$ cat src/rtl/shift_add_multiplier_pkg.sv
// Shared types and defaults for the radix-2 shift-and-add multiplier.
package mult_pkg;

  typedef enum logic [1:0] {IDLE, CALC, DONE} mult_state_t;

  localparam int MULT_N = 8;

endpackage

$ cat src/rtl/shift_add_multiplier_if.sv
// Operand/product handshake bundle; the multiplier is the slave, the source/consumer the master.
interface shift_add_multiplier_if
  import mult_pkg::*;
#(
  parameter int N = MULT_N
);

  logic             start;
  logic [N-1:0]     multiplicand;
  logic [N-1:0]     multiplier;
  logic             in_ready;
  logic [2*N-1:0]   product;
  logic             out_valid;
  logic             out_ready;

  modport master (
    output start, multiplicand, multiplier, out_ready,
    input  in_ready, product, out_valid
  );

  modport slave (
    input  start, multiplicand, multiplier, out_ready,
    output in_ready, product, out_valid
  );

endinterface

$ cat src/rtl/shift_add_multiplier_cla.sv
// N-bit adder built from 4-bit lookahead groups; group carries chain between groups.
module carry_lookahead_adder #(
  parameter int N = 8
) (
  input  logic [N-1:0] a,
  input  logic [N-1:0] b,
  input  logic         cin,
  output logic [N-1:0] sum,
  output logic         cout
);

  logic [N-1:0] g;
  logic [N-1:0] p;
  logic [N:0]   c;

  assign g = a & b;
  assign p = a ^ b;

  // Each carry inside a group is the flattened generate/propagate sum back to the group carry-in.
  always_comb begin
    logic term;
    logic pp;
    int   base;
    c    = '0;
    c[0] = cin;
    for (int i = 0; i < N; i++) begin
      base = i - (i % 4);
      term = g[i];
      pp   = p[i];
      for (int j = i - 1; j >= base; j--) begin
        term = term | (pp & g[j]);
        pp   = pp & p[j];
      end
      c[i+1] = term | (pp & c[base]);
    end
  end

  assign sum  = p ^ c[N-1:0];
  assign cout = c[N];

endmodule

$ cat src/rtl/shift_add_multiplier.sv
// Sequential unsigned NxN multiplier: one partial-product add and right shift per clock.
module shift_add_multiplier
  import mult_pkg::*;
#(
  parameter int N = MULT_N
) (
  input  logic                  clock,
  input  logic                  reset,
  shift_add_multiplier_if.slave bus
);

  localparam int CW = $clog2(N + 1);

  mult_state_t   state_q, state_d;
  logic [N-1:0]  m_q, m_d;
  logic [N-1:0]  acc_q, acc_d;
  logic [N-1:0]  q_q, q_d;
  logic [CW-1:0] cnt_q, cnt_d;
  logic          out_valid_q, out_valid_d;

  logic [N-1:0]  pp;
  logic [N-1:0]  sum;
  logic          cout;

  assign pp = q_q[0] ? m_q : '0;

  carry_lookahead_adder #(.N(N)) u_cla (
    .a    (acc_q),
    .b    (pp),
    .cin  (1'b0),
    .sum  (sum),
    .cout (cout)
  );

  always_comb begin
    state_d     = state_q;
    m_d         = m_q;
    acc_d       = acc_q;
    q_d         = q_q;
    cnt_d       = cnt_q;
    out_valid_d = out_valid_q;
    case (state_q)
      IDLE: begin
        if (bus.start) begin
          m_d     = bus.multiplicand;
          q_d     = bus.multiplier;
          acc_d   = '0;
          cnt_d   = CW'(N);
          state_d = CALC;
        end
      end
      CALC: begin
        // The adder carry enters the MSB; the consumed multiplier bit falls off the bottom.
        {acc_d, q_d} = (2*N)'({cout, sum, q_q} >> 1);
        cnt_d        = cnt_q - CW'(1);
        if (cnt_q == CW'(1)) begin
          state_d     = DONE;
          out_valid_d = 1'b1;
        end
      end
      DONE: begin
        if (bus.out_ready) begin
          state_d     = IDLE;
          out_valid_d = 1'b0;
        end
      end
      default: state_d = IDLE;
    endcase
  end

  always_ff @(posedge clock) begin
    if (reset) begin
      state_q     <= IDLE;
      m_q         <= '0;
      acc_q       <= '0;
      q_q         <= '0;
      cnt_q       <= '0;
      out_valid_q <= 1'b0;
    end else begin
      state_q     <= state_d;
      m_q         <= m_d;
      acc_q       <= acc_d;
      q_q         <= q_d;
      cnt_q       <= cnt_d;
      out_valid_q <= out_valid_d;
    end
  end

  assign bus.in_ready  = (state_q == IDLE) && !reset;
  assign bus.product   = {acc_q, q_q};
  assign bus.out_valid = out_valid_q;

endmodule

$ cat src/flat_wrapper.sv
// flat-port wrapper written by rule: the top's interface ports become plain ports
module shift_add_multiplier_flat import mult_pkg::*;
#(
  parameter int N = MULT_N
)
  (clock, reset, bus_start, bus_multiplicand, bus_multiplier, bus_out_ready, bus_in_ready, bus_product, bus_out_valid);
  shift_add_multiplier_if #(.N(N)) bus_i ();
  input  logic clock;
  input  logic reset;
  input wire logic [$bits(bus_i.start)-1:0] bus_start;
  input wire logic [$bits(bus_i.multiplicand)-1:0] bus_multiplicand;
  input wire logic [$bits(bus_i.multiplier)-1:0] bus_multiplier;
  input wire logic [$bits(bus_i.out_ready)-1:0] bus_out_ready;
  output wire logic [$bits(bus_i.in_ready)-1:0] bus_in_ready;
  output wire logic [$bits(bus_i.product)-1:0] bus_product;
  output wire logic [$bits(bus_i.out_valid)-1:0] bus_out_valid;
  assign bus_i.start = bus_start;
  assign bus_i.multiplicand = bus_multiplicand;
  assign bus_i.multiplier = bus_multiplier;
  assign bus_i.out_ready = bus_out_ready;
  assign bus_in_ready = bus_i.in_ready;
  assign bus_product = bus_i.product;
  assign bus_out_valid = bus_i.out_valid;
  shift_add_multiplier #(.N(N)) u_core (.clock(clock), .reset(reset), .bus(bus_i));
endmodule
$ cat config.mk
export PLATFORM = sky130hd
export DESIGN_NAME = shift_add_multiplier_flat
export DESIGN_NICKNAME = d
export VERILOG_FILES = /design/src/rtl/shift_add_multiplier_pkg.sv /design/src/rtl/shift_add_multiplier_if.sv /design/src/rtl/shift_add_multiplier_cla.sv /design/src/rtl/shift_add_multiplier.sv /design/src/flat_wrapper.sv
export SDC_FILE = /design/constraint.sdc
export NUM_CORES = 1
export LEC_CHECK = 0
export BUFFER_PORTS_ARGS = -buffer_cell sky130_fd_sc_hd__buf_2
export CAP_MARGIN = 20
export CORE_MARGIN = 1
export CORE_UTILIZATION = 52
export DETAILED_ROUTE_END_ITERATION = 8
export PLACE_DENSITY = 0.85
export SLEW_MARGIN = 30
export SYNTH_ARGS = -nofsm -noshare
export SYNTH_HDL_FRONTEND = slang
export SYNTH_SLANG_ARGS = --single-unit
$ cat constraint.sdc
create_clock -name clock -period 2.21 [get_ports clock]
set_input_delay 0.3315 -clock clock [delete_from_list [all_inputs] [get_ports clock]]
set_output_delay 0.3315 -clock clock [all_outputs]
set_load 0.01 [all_outputs]
; Word level (Yosys, flattened, before mapping)
; Cells that the tools add are included.
[word_totals]
reg_bits = 31
latchBits = 0
ramBits = 0
mem_bits_ro = 0
inputBits = 20
output_inout_bits = 18
elab_cells = 80
memories = 0
[classes]
n_addsub = 1
mul = 0
div = 0
order_cmp = 0
eq_ne = 6
shifts = 0
muxes = 14
n_bitwise = 44
reduce_logical = 9
[ops]
columns = cell, count
row1 = case mux 8 bit (2 select lines), 2
row2 = bitwise AND 1 bit, 25
row3 = 2-to-1 mux 8 bit, 3
row4 = OR 1 bit, 16
row5 = bitwise XOR 8 bit, 2
row6 = bitwise AND 8 bit, 1
row7 = case mux 4 bit (2 select lines), 1
row8 = 2-to-1 mux 2 bit, 3
row9 = case mux 2 bit (3 select lines), 1
row10 = AND reduction 3 bit, 2
row11 = "== test 4 x 1 -> 1 bit, second input constant", 1
row12 = 2-to-1 mux 4 bit, 1
row13 = "!= test 2 bit, second input constant", 2
row14 = AND reduction 2 bit, 2
row15 = nonzero test 2 bit, 2
row16 = "subtractor 4 x 1 -> 4 bit, second input constant", 1
row17 = "== test 2 x 1 -> 1 bit, second input constant", 1
row18 = "== test 2 bit, second input constant", 1
row19 = logical NOT 2 bit, 1
row20 = 2-to-1 mux 1 bit, 2
row21 = "!= test 2 x 1 -> 1 bit, second input constant", 1
row22 = case mux 1 bit (2 select lines), 1
row23 = logical AND 1 bit, 1
row24 = logical NOT 1 bit, 1

; Longest topological paths before layout
[depth]
depth_word = 10
ltp_mapped = 10
mapped_depth_nobuf = 10

; Cells and area by module
; A second synthesis with hierarchy kept.
[unflattened]
hier_cells = 192
hier_area_um2 = 1735.4
[by_module_without_submodules]
columns = module, n_inst, cells_each, area_each_um2
row1 = shift_add_multiplier, 1, 155, 1422.6
row2 = carry_lookahead_adder, 1, 37, 312.8

; Least setup slack after synthesis
; OpenSTA, ideal clock, no wires.
[synth_path]
path_type = register -> register
from = register u_core.q_q[0]
to = register u_core.acc_q[4]
setup_ps = 132
t_arrival_ps = 1922
path_slack_ps = 155
stages_incl_launch_ff = 10
period_less_slack_ps = 2055
path_cell_list = dfxtp_1 -> and2_1 -> ha_1 -> a41o_1 -> a21oi_1 -> inv_1 -> fa_1 -> xor2_1 -> nand2_1 -> a21oi_1
[synth_between]
elab_chain_cells = 10
elab_cells_between_ends = 15
[synth_rtl]
columns = item, line
row1 = from (decl), shift_add_multiplier.sv:17  ; logic [N-1:0] q_q, q_d;
row2 = from (signal assigned), shift_add_multiplier.sv:83  ; q_q <= q_d;
row3 = 2-to-1 mux 8 bit *, shift_add_multiplier.sv:25  ; assign pp = q_q[0] ? m_q : '0;
row4 = bitwise XOR 8 bit / bitwise AND 8 bit (equally long branches), "shift_add_multiplier_cla.sv:17, shift_add_multiplier_cla.sv:16"
row5 = bitwise AND 1 bit (on tied branches), "shift_add_multiplier_cla.sv:31, shift_add_multiplier_cla.sv:32"
row6 = OR 1 bit (tied with other cells), shift_add_multiplier_cla.sv:31  ; term = term | (pp & g[j]);
row7 = OR 1 bit / bitwise AND 1 bit (equally long branches), shift_add_multiplier_cla.sv:31
row8 = OR 1 bit, shift_add_multiplier_cla.sv:31
row9 = bitwise AND 1 bit, shift_add_multiplier_cla.sv:34  ; c[i+1] = term | (pp & c[base]);
row10 = OR 1 bit, shift_add_multiplier_cla.sv:34
row11 = bitwise XOR 8 bit *, shift_add_multiplier_cla.sv:38  ; assign sum = p ^ c[N-1:0];
row12 = case mux 8 bit (2 select lines) *, shift_add_multiplier.sv:42  ; case (state_q)
row13 = to (signal assigned), shift_add_multiplier.sv:75  ; acc_q <= '0;
row14 = to (signal assigned), shift_add_multiplier.sv:82  ; acc_q <= acc_d;
row15 = to (decl), shift_add_multiplier.sv:16  ; logic [N-1:0] acc_q, acc_d;
; Mark *: on every way between the ends. The rest lies on a longest branch, timed or not.
; A chain may end at the register's enable or synchronous reset.

; Worst setup path in the final report
; Same ends and word-level chain as after synthesis.

==> out/results.txt <==
async set-or-reset flop fraction in the synthesized netlist = 0%
H-tree levels = 2
GRT Total Usage = 23.35%
distinct cell type count after synthesis = 34
layout cell share with drive strength beyond 1 = 23.81%
Routed WL = 3.456 mm
PD cells = 671.8 nW/um^2
Final Wtd Congestion = 0.9586
synthesized area = 1558 um^2
Fillers = 261
Setup Viol. Count Final = 0
first-pass GRT wire length = 5.754 mm
Placed Area = 1760 um^2
number of synthesized flops with an enable pin = 0
routed length per instance = 13.19 um
Root Driver = clkbuf_4
LEAKAGE = 0.8499 nW
Setup CP Type = flop to flop
R2R setup slack = 130 ps
Setup crit end kind = flop
worst-margin pin slew = 583.8 ps
via count = 1457
Seq/Total Area, Yosys = 39.84%
Port Buffers = 37
fin area = 1864 um^2
Hold Path Class = primary input to flop
grt ovf = 0
initial antenna violation count = 0
Final Util = 66.46%
Die Y = 56.73 um
status = complete, no violations
Via-to-Cell Ratio = 5.561
FF+latch area = 624.3 um^2
Post-CTS Setup Inserts = 0
synthesis-stage register bit count = 31
Nets = 262
Mapped Avg Cell Area = 8.071 um^2
Primary FF master, synth = dfxtp_1
largest net degree at the start of global routing = 35
Worst EP required = 2480 ps
Setup crit start kind = flop
RSZ-0062 raised after global routing = false
non-filler cells, final = 262
vias in the first global route = 1316
Worst slew margin = 61.08%
P&R area growth vs syn = 19.68%
placed insts = 254
Mapped Nets = 225
Setup Skew = 13.26 ps
row count = 19
critical path fanouts, max = 10
Initial Util = 55.53%
total CTS buffers = 5
n_diodes = 0
I/O Pins = 38
Die X = 56.73 um
CORE AREA = 2805 um^2
die footprint = 3218 um^2
clk buf depth = 2
# Max-Cap Violations = 0
clock sink total = 31
HPWL Detailed = 2.385 mm
Final Hold Slack = 224.7 ps
# DRC = 0
drt initial violations = 53
max-slew violations = 0
Max IR drop VDD = 0.6954 mV
CTS tree = done
Setup TNS Final = 0 ps
Final Hold Fails = 0
Max Fclk = 480.6 MHz
Multi-input gate area = 878.3 um^2
Post-Synthesis Cells = 193
Clock transition at path regs = 110 ps
DR pass1 iterations = 4
clk_lat worst skew = 350 ps
WP data arrival = 2350 ps
YS warnings = 0
Tmin final = 2081 ps
post-route clock period utilization = 94.16%
post-route antenna net violation count = 0
-- cell usage after synthesis, drive strengths merged (5+ instances only) --
cell type  instances  area [um^2]
and2               8        50.05
nor2              14        60.06
buf                5        27.53
nand3              5        25.02
a21oi             30        150.1
dfxtp             31        620.6
a22oi              8        60.06
nand2             36        135.1
clkbuf             6        23.77
nor3               5        25.02
inv                7        26.28
ha                10        125.1
-- state kept, by name, summed over array words and instances, names as in the netlist --
| name | flops |
|---|---|
| u_core.acc_q | 8 |
| u_core.bus.out_valid | 1 |
| u_core.cnt_q | 4 |
| u_core.m_q | 8 |
| u_core.q_q | 8 |
| u_core.state_q | 2 |
-- stage by stage --
stage	worst slack [ps]	total power [mW]
after floorplan	155.3	0.7506
after global placement	102.5	0.8059
after detailed placement	39.84	0.8117
after CTS	30.85	1.258
after global routing	18.29	1.313
final	129.1	1.252
-- worst paths after layout --
check	startpoint	end	cells after the start
worst max-delay path	u_core.q_q[0]	u_core.acc_q[4]	9
worst min-delay path	bus_multiplicand[6]	u_core.m_q[6]	3
worst max register to register	u_core.q_q[0]	u_core.acc_q[4]	9
worst min register to register	u_core.m_q[4]	u_core.m_q[4]	2
-- critical path: stages (launching register included) --
cell     delay (ps)
dfxtp_4         400
and2_1          210
ha_4            240
a41o_1          250
a21oi_2         120
inv_1            60
fa_1            380
xor2_1          160
nand2_1          70
a21oi_1         130
-- timing repair --
action	CTS	global route
hold buffers	0	0
endpoints found under the hold margin	0	0
resized for setup	1	4
setup endpoints to repair	1	2
-- cell families (layout without fill, tap and decap cells) --
group / after synthesis / count (layout) / share of synthesized area, %
buffers and inverters: 18 / 56 / 4.980
XOR/XNOR: 4 / 4 / 2.249
flip-flops: 31 / 31 / 39.84
adder cells (fa/ha/maj): 12 / 12 / 10.60
AND/OR/NAND/NOR: 78 / 78 / 23.53
AO/OA/AOI/OAI: 50 / 50 / 18.80
-- report_power, final --
part,internal (mW),leakage [nW],total [mW],switching [mW]
logic,0.0734,0.550,0.182,0.108
clock network,0.238,0.0452,0.451,0.213
registers,0.591,0.254,0.619,0.0279
-- metal layers --
metal  track usage (%)  vias up  routed length, um
met5                 0        -                  0
met4             8.362        0                 52
met3             6.912        6                220
met2             38.10       46               1656
met1             29.21      665               1526
li1                  -      740                  -
-- placed cells by master (no fill, tap or decap), types with 2 or more instances in the layout --
| master | count |
|---|---|
| buf_2 | 37 |
| nand2_1 | 35 |
| dfxtp_1 | 30 |
| a21oi_1 | 29 |
| nor2_1 | 13 |
| ha_1 | 9 |
| and2_1 | 8 |
| a22oi_1 | 8 |
| inv_1 | 7 |
| nor3_1 | 5 |
| nand3_1 | 5 |
| clkbuf_4 | 5 |
| buf_4 | 4 |
| nor3b_1 | 3 |
| o21ai_0 | 3 |
| a31oi_1 | 2 |
| nor4_1 | 2 |
| xor2_1 | 2 |
| xnor2_1 | 2 |
| fa_1 | 2 |
-- cell type report --
class                   instances  share of cell area [%]
clock buffers                   5                   2.013
repair buffers                 41                   11.54
multi-input cells             144                   47.11
flip-flops and latches         31                   33.49
clock inverters                 3                   2.349
inverters                       7                   1.409
well taps                      31                   2.081
No activity file was read; power rests on OpenSTA's default activity.
